## config.mk

```make
export PLATFORM = sky130hd
export DESIGN_NAME = msdap_seq_ctrl
export DESIGN_NICKNAME = d
export VERILOG_FILES = /design/src/rtl/msdap_pkg.sv /design/src/rtl/msdap_zero_det.sv /design/src/rtl/msdap_seq_ctrl.sv
export SDC_FILE = /design/constraint.sdc
export NUM_CORES = 1
export LEC_CHECK = 0
export CORE_MARGIN = 10
export CORE_UTILIZATION = 40
export CTS_CLUSTER_DIAMETER = 150
export DETAILED_ROUTE_END_ITERATION = 10
export GPL_TIMING_DRIVEN = 0
export PLACE_DENSITY = 0.6
export SETUP_SLACK_MARGIN = 0.3
export SKIP_LAST_GASP = 1
export SLEW_MARGIN = 20
export SYNTH_ARGS = -nofsm -noshare
export SYNTH_HDL_FRONTEND = slang
export SYNTH_SLANG_ARGS = --single-unit
```

## constraint.sdc

```tcl
create_clock -name Sclk -period 4.65 [get_ports Sclk]
set_input_delay 1.1625 -clock Sclk [delete_from_list [all_inputs] [get_ports Sclk]]
set_output_delay 1.1625 -clock Sclk [all_outputs]
set_load 0.03 [all_outputs]
```

## src/rtl/msdap_pkg.sv

```systemverilog
// Shared types and helpers for the MSDAP load/run sequencer.
package msdap_pkg;

   typedef enum logic [3:0] {
      ST_CLEAR,
      ST_WAIT_RJ,
      ST_LOAD_RJ,
      ST_WAIT_CO,
      ST_LOAD_CO,
      ST_WAIT_DATA,
      ST_RUN,
      ST_SLEEP,
      ST_FLUSH
   } seq_state_t;

   localparam int DEF_NUM_CH       = 2;
   localparam int DEF_NUM_RJ       = 16;
   localparam int DEF_NUM_COEFF    = 512;
   localparam int DEF_IN_DEPTH     = 512;
   localparam int DEF_SLEEP_THRESH = 800;

   // Smallest n with 2**n >= value.
   function automatic int clog2(input int value);
      int result;
      result = 0;
      while ((1 << result) < value) result++;
      return result;
   endfunction

   // Address width that never collapses to zero bits.
   function automatic int addr_width(input int depth);
      return (clog2(depth) < 1) ? 1 : clog2(depth);
   endfunction

endpackage

```

## src/rtl/msdap_zero_det.sv

```systemverilog
// Counts consecutive all-zero frames and flags the frame that reaches the
// sleep threshold. The count saturates at the threshold so long silences
// never wrap back to zero.
module msdap_zero_det
   import msdap_pkg::*;
#(
   parameter  int NUM_CH       = DEF_NUM_CH,
   parameter  int SLEEP_THRESH = DEF_SLEEP_THRESH,
   localparam int CW           = clog2(SLEEP_THRESH + 1)
) (
   input  logic              Sclk,
   input  logic              Reset_n,
   input  logic              clr,
   input  logic              frame,
   input  logic [NUM_CH-1:0] word_zero,
   output logic              hit
);

   logic          all_zero;
   logic [CW-1:0] zero_count;

   assign all_zero = &word_zero;

   // The current frame is the threshold-th zero frame in a row.
   assign hit = frame && all_zero && (zero_count >= CW'(SLEEP_THRESH - 1));

   // Track the run length of all-zero frames; any non-zero word restarts it.
   always_ff @(posedge Sclk or negedge Reset_n) begin
      if (!Reset_n) begin
         zero_count <= '0;
      end else if (clr) begin
         zero_count <= '0;
      end else if (frame) begin
         if (!all_zero) begin
            zero_count <= '0;
         end else if (zero_count != CW'(SLEEP_THRESH)) begin
            zero_count <= zero_count + 1'b1;
         end
      end
   end

endmodule

```

## src/rtl/msdap_seq_ctrl.sv

```systemverilog
// Load/run sequencer: steers S2P frames into the rj, coefficient and input
// RAM write ports, then launches one ALU computation per input sample.
// Write enables follow frame_vld in the same cycle; everything else is
// registered.
module msdap_seq_ctrl
   import msdap_pkg::*;
#(
   parameter  int NUM_CH       = DEF_NUM_CH,
   parameter  int NUM_RJ       = DEF_NUM_RJ,
   parameter  int NUM_COEFF    = DEF_NUM_COEFF,
   parameter  int IN_DEPTH     = DEF_IN_DEPTH,
   parameter  int SLEEP_THRESH = DEF_SLEEP_THRESH,
   localparam int RJ_AW        = addr_width(NUM_RJ),
   localparam int CO_AW        = addr_width(NUM_COEFF),
   localparam int IN_AW        = addr_width(IN_DEPTH)
) (
   input  logic              Sclk,
   input  logic              Reset_n,
   input  logic              Start,
   input  logic              flush_n,
   input  logic              frame_vld,
   input  logic [NUM_CH-1:0] word_zero,
   input  logic              alu_busy,
   output logic              InReady,
   output logic              clear,
   output logic              rj_we,
   output logic [RJ_AW-1:0]  rj_addr,
   output logic              coeff_we,
   output logic [CO_AW-1:0]  coeff_addr,
   output logic              in_we,
   output logic [IN_AW-1:0]  in_addr,
   output logic              alu_start,
   output logic [IN_AW-1:0]  alu_base,
   output logic              sleep,
   output logic              overrun
);

   seq_state_t state;

   logic rj_phase;
   logic co_phase;
   logic data_phase;
   logic frame_taken;
   logic zero_hit;
   logic zero_clr;
   logic any_nonzero;

   assign rj_phase    = (state == ST_WAIT_RJ) || (state == ST_LOAD_RJ);
   assign co_phase    = (state == ST_WAIT_CO) || (state == ST_LOAD_CO);
   assign data_phase  = (state == ST_WAIT_DATA) || (state == ST_RUN) || (state == ST_SLEEP);
   assign any_nonzero = ~&word_zero;

   // Start beats flush beats frame, so a frame arriving with either is dropped.
   assign rj_we       = frame_vld && !Start && rj_phase;
   assign coeff_we    = frame_vld && !Start && co_phase;
   assign in_we       = frame_vld && !Start && data_phase && flush_n;
   assign frame_taken = rj_we || coeff_we || in_we;

   assign zero_clr = Start || (state == ST_CLEAR) || (state == ST_FLUSH);

   msdap_zero_det #(
      .NUM_CH       (NUM_CH),
      .SLEEP_THRESH (SLEEP_THRESH)
   ) u_zero_det (
      .Sclk      (Sclk),
      .Reset_n   (Reset_n),
      .clr       (zero_clr),
      .frame     (frame_taken),
      .word_zero (word_zero),
      .hit       (zero_hit)
   );

   // Main sequencer: state, address counters, ALU launch and sticky overrun.
   always_ff @(posedge Sclk or negedge Reset_n) begin
      if (!Reset_n) begin
         state      <= ST_CLEAR;
         InReady    <= 1'b0;
         clear      <= 1'b0;
         rj_addr    <= '0;
         coeff_addr <= '0;
         in_addr    <= '0;
         alu_start  <= 1'b0;
         alu_base   <= '0;
         sleep      <= 1'b0;
         overrun    <= 1'b0;
      end else begin
         clear     <= 1'b0;
         alu_start <= 1'b0;
         if (Start) begin
            state      <= ST_CLEAR;
            InReady    <= 1'b0;
            rj_addr    <= '0;
            coeff_addr <= '0;
            in_addr    <= '0;
            alu_base   <= '0;
            sleep      <= 1'b0;
            overrun    <= 1'b0;
         end else begin
            case (state)
               ST_CLEAR: begin
                  state   <= ST_WAIT_RJ;
                  clear   <= 1'b1;
                  InReady <= 1'b1;
               end
               ST_WAIT_RJ, ST_LOAD_RJ: begin
                  if (rj_we) begin
                     if (rj_addr == RJ_AW'(NUM_RJ - 1)) begin
                        rj_addr <= '0;
                        state   <= ST_WAIT_CO;
                     end else begin
                        rj_addr <= rj_addr + 1'b1;
                        state   <= ST_LOAD_RJ;
                     end
                  end
               end
               ST_WAIT_CO, ST_LOAD_CO: begin
                  if (coeff_we) begin
                     if (coeff_addr == CO_AW'(NUM_COEFF - 1)) begin
                        coeff_addr <= '0;
                        state      <= ST_WAIT_DATA;
                     end else begin
                        coeff_addr <= coeff_addr + 1'b1;
                        state      <= ST_LOAD_CO;
                     end
                  end
               end
               ST_WAIT_DATA, ST_RUN, ST_SLEEP: begin
                  if (!flush_n) begin
                     state   <= ST_FLUSH;
                     clear   <= 1'b1;
                     InReady <= 1'b0;
                     in_addr <= '0;
                     sleep   <= 1'b0;
                  end else if (in_we) begin
                     in_addr  <= in_addr + 1'b1;
                     alu_base <= in_addr;
                     if ((state == ST_RUN) && alu_busy) begin
                        overrun <= 1'b1;
                     end
                     if (state == ST_SLEEP) begin
                        if (any_nonzero) begin
                           state     <= ST_RUN;
                           sleep     <= 1'b0;
                           alu_start <= 1'b1;
                        end
                     end else if ((state == ST_RUN) && zero_hit) begin
                        state <= ST_SLEEP;
                        sleep <= 1'b1;
                     end else begin
                        state     <= ST_RUN;
                        alu_start <= 1'b1;
                     end
                  end
               end
               ST_FLUSH: begin
                  if (flush_n) begin
                     state   <= ST_WAIT_DATA;
                     InReady <= 1'b1;
                     in_addr <= '0;
                  end
               end
               default: begin
                  state <= ST_CLEAR;
               end
            endcase
         end
      end
   end

endmodule

```

### Word level (Yosys, flattened, before mapping)

Index checks and enable logic that the tools add are counted.

* equal/unequal tests: 21
* $lt $le $gt $ge: 1
* add/subtract/negate cells: 4
* reductions and logical operators: 43
* multiplexer cells: 59

Operator list (number)
* 2-to-1 mux 9 bit: 12
* 2-to-1 mux 4 bit: 12
* 2-to-1 mux 10 bit: 4
* 2-to-1 mux 1 bit: 27
* one-hot mux 4 bit (5 select lines): 1
* adder 9 x 1 -> 9 bit (second input constant): 2
* one-hot mux 9 bit (2 select lines): 1
* nonzero test 2 bit: 9
* == test 4 x 3 -> 1 bit (second input constant): 4
* inequality test 3 bit (second input constant): 4
* adder 10 x 1 -> 10 bit (second input constant): 1
* >= comparator 10 bit (second input constant): 1
* inequality test 10 bit (second input constant): 1
* == test 9 bit (second input constant): 1
* logical AND 1 bit: 9
* AND reduction 3 bit: 3
* == test 4 x 2 -> 1 bit (second input constant): 2
* == test 4 bit (second input constant): 2
* logical OR 1 bit: 8
* inequality test 4 bit (second input constant): 2
* AND reduction 2 bit: 4
* AND reduction 4 bit: 2
* inequality test 3 x 2 -> 1 bit (second input constant): 2
* inequality test 5 bit (second input constant): 1
* 12 further kinds: 13

* output and inout port bits: 39
* logic and storage cells: 139
* register bits: 50
* bits of input ports: 8

### Depth between registers and ports, before layout

* word-level depth: 15
* gate-level depth with buffers: 9
* depth with buffers taken out: 9

### Cells and area by module

Synthesis repeated with hierarchy kept, for this count alone.

* cell total of the unflattened synthesis: 324
* area total of the unflattened synthesis: 2987.9 um2

By module, submodules not included
* msdap_seq_ctrl: area each 2353.5 um2, instances 1, sequential area each 1001.0 um2, cells an instance 253
* msdap_zero_det: area each 634.4 um2, instances 1, sequential area each 250.2 um2, cells an instance 71

### Worst setup path after synthesis

OpenSTA, ideal clock, no wires.

* kind: input -> output
* from: input Start
* to: output in_we
* path buffers: 1
* arrival: 1.990 ns
* stages on the path: 4
* required time: 3.488 ns
* slack: 1.498 ns
* cell sequence: nor3b_2 > nand3_1 > clkinv_1 > buf_2

* word-level cells in the longest chain between the ends: 4

Ends and longest elaborated chain
* from (decl): line msdap_seq_ctrl.sv:19 `input logic Start,`
* logical NOT 1 bit: line msdap_seq_ctrl.sv:56 `assign in_we = frame_vld && !Start && data_phase && flush_n;`
* logical AND 1 bit (3 in series): line msdap_seq_ctrl.sv:56
* to (decl): line msdap_seq_ctrl.sv:30 `output logic in_we,`

No other way between the ends.

### Worst setup path after layout

* from: input frame_vld
* to: output coeff_we

* word-level cells in the longest chain between the ends: 2

Ends and longest elaborated chain
* from (decl): line msdap_seq_ctrl.sv:21 `input logic frame_vld,`
* logical AND 1 bit (2 in series): line msdap_seq_ctrl.sv:55 `assign coeff_we = frame_vld && !Start && co_phase;`
* to (decl): line msdap_seq_ctrl.sv:28 `output logic coeff_we,`

No other way between the ends.

==> impl_metrics.ini <==
[logic_synthesis]
synth-xor-area-share_pct = 3.165
synth_top_family_by_area = simple AND/OR/NAND/NOR gates
synth_area_leaders = dfrtp_1 (45%), o21ai_0 (6.7%), nand2_1 (3.7%), nor2_1 (3.5%), nand2b_1 (2.9%)
synth.area.mux_share_pct = 0.8137
ys_seq_area_share_pct = 45.21
synthCells = 306
netlist_area_sq_um = 2768
yosysTopAreaCell = dfrtp_1
synth_edf_count = 0
ys_ff_latch = 50
synth.most_common_cell = dfrtp_1
async_reset_ff_share_pct = 100.0
synthFlopType = dfrtp_1
ys_types = 54
netlist_top_cells_count = dfrtp_1 (50), o21ai_0 (37), nand2_1 (27)
synth_fa_ha_area_share_pct = 2.712
synth_nets = 320
synth-simple-area-share_pct = 24.64
avgSynthCellArea_sq_um = 9.045
synth-compound-area-share_pct = 20.03
synth_top_cell_area_share_pct = 45.21
yosysWarnings = 0

[setup_path]
cp_common_cell = clkdlybuf4s50_1
path_class = input port to output pin
critPathMaxStageDelay_ns = 0.68
startpoint = frame_vld
path_cells = clkdlybuf4s50_1 > nor3b_4 > o21ai_1 > inv_1 > clkdlybuf4s50_1
r2r-start = coeff_addr[0]
critPathArrivalTime_ns = 3.08
endpoint = coeff_we
worst-path-stages = 5
reg2reg_to = coeff_addr[7]
cp_top_family = buffers and inverters
worstSetupStartpointType = input port
required_ns = 3.49
r2r_cells = 8
crit_buf_inv = 3
r2r_slack_ns = 2.27
worst_setup_path_end_kind = output pin
worst_path_max_delay_cell = clkdlybuf4s50_1
cp_max_fo = 8

[pwr]
power_w = 0.001101
ir_drop_mv = 0.2499
power.density_nw_per_um2 = 320.5
p_leak_nw = 1.440

[detailed_routing]
first_pass_iters = 4
wl_per_cell_um = 16.38
final_antenna_net_count = 0
routed_wl_um = 7208
drt-initial-drc-count = 250
dr_total_vias = 2464
drc_errors = 0
via_per_inst = 5.600

[floorplanning]
pin_count = 47
core_sq_um = 6756
rows = 30
die_h_um = 103.2
start_util_pct = 40.96
die-area_sq_um = 10650
die_x_um = 103.2

[global_routing]
grt_usage_pct = 14.16
grt_pass1_vias = 2462
antenna_found_initial = 0
grt_max_degree = 51
grt_pass1_wl_um = 12190
grt-ovfl-total = 0

[finish]
n_antenna_cell = 0
final_util_pct = 50.85
drive_above_1_share_pct = 6.944
stdcell_count = 440
fillers = 661
nets = 373
synthToLayoutAreaGrowth_pct = 24.14
multi_input_area_sq_um = 1433
seq_area_sq_um = 1251

[sta]
worst_slew_pin_slew_ns = 0.7454
relSlewSlack_pct = 50.07
fin_crit_sh_pct = 91.17
min_period_ns = 4.239
worst_hold_slack_ns = 0.4885
fin_worst_skew_ns = 0.008297
setup_viol = 0
fin_ws_ns = 0.4105
clock.fmax_mhz = 235.9
hold_viol = 0
rsz0062_at_grt = no
drv_slew = 0

[job]
maxCapViolCount = 0

[clock_network]
cts_num_sinks = 50
hold_buffers = 0
cts_inserted_buffers = 5
htreeDepth = 2
clock_path_buffers = 2
root_buffer = clkbuf_8
cts_tree = yes
cts.clk_slew.worst_paths_ns = 0.09
clkLatencyLatePin_ns = 0.31

[placement]
hpwl_um = 5089
gp_congestion = 0.8946
portBuffers = 46
pre_cts_ws_ns = -0.1081
placed_cells = 432

[outcome]
status = finished clean

[worst_hold_path]
min_from = u_zero_det.zero_count[9]
hold_class = flop to flop
[metrics by stage]
| step | area [sq um] | setup TNS [ns] |
|---|---|---|
| 3_3_place_gp | 3328 | -0.1479 |
| 3_5_place_dp | 3326 | -0.1081 |
| 6_report | 3436 | 0 |
| 2_1_floorplan | 2768 | 0 |
| 4_1_cts | 3427 | 0 |
| 5_1_grt | 3436 | 0 |
[cell usage in the layout, fill, tap and decap left out, types with 8 or more instances in the layout]
cell	synthesis	final
nor2_1	26	26
nand2b_1	13	13
and3_1	9	9
a21oi_1	14	14
inv_1	8	8
o21ai_0	37	37
clkdlybuf4s50_1	0	43
nand2_1	27	27
dfrtp_1	50	50
nand3_1	13	12
nor3_1	8	8
[routing by layer]
layer	share of wire (%)	global-route usage [%]	wire length, um
met1	49	19.60	3496
met3	7.8	4.518	561
met4	1.0	3.636	72
met5	0	0	0
met2	43	20.82	3077
[where the power goes]
| part | internal (W) | leakage, nW | total [W] | switching [W] |
|---|---|---|---|---|
| combinational | 0.000126 | 0.700 | 0.000340 | 0.000214 |
| sequential | 0.000460 | 0.693 | 0.000491 | 0.0000307 |
| clock | 0.000120 | 0.0472 | 0.000271 | 0.000151 |
[cells by family after synthesis]
group | after synthesis
adders and majority gates | 6
DFF | 50
AOI/OAI and AO/OA | 89
and+or+nand+nor | 127
buffers and inverters | 22
xor gates and xnor gates | 10
muxes | 2
[worst min path at each step]
stage	end	slack [ns]	cells after the start
floorplan	u_zero_det.zero_count[9]	0.45	1
global placement	u_zero_det.zero_count[9]	0.47	1
detailed placement	u_zero_det.zero_count[9]	0.47	1
CTS	u_zero_det.zero_count[9]	0.49	1
global route	u_zero_det.zero_count[9]	0.51	1
finish	u_zero_det.zero_count[9]	0.49	1
[what timing repair did]
item                       in CTS  in global routing
setup buffers                   0                  0
setup endpoints to repair       1                  3
resized for setup               4                  2
[flip-flops by register name, summed over array words and instances, names as in the netlist]
name,cells
rj_addr,4
overrun,1
u_zero_det.zero_count,10
InReady,1
clear,1
sleep,1
state,4
in_addr,9
alu_base,9
alu_start,1
coeff_addr,9
[area by class of cell]
| cell class | count | area share (%) |
|---|---|---|
| buffer | 13 | 1.784 |
| clock buffer | 6 | 2.403 |
| clock inverter | 2 | 0.3642 |
| inverter | 9 | 0.9832 |
| multi-input combinational | 234 | 41.70 |
| sequential | 50 | 36.42 |
| tap | 80 | 2.913 |
| timing repair buffer | 46 | 13.44 |
Power figures use the tool's default switching activity.
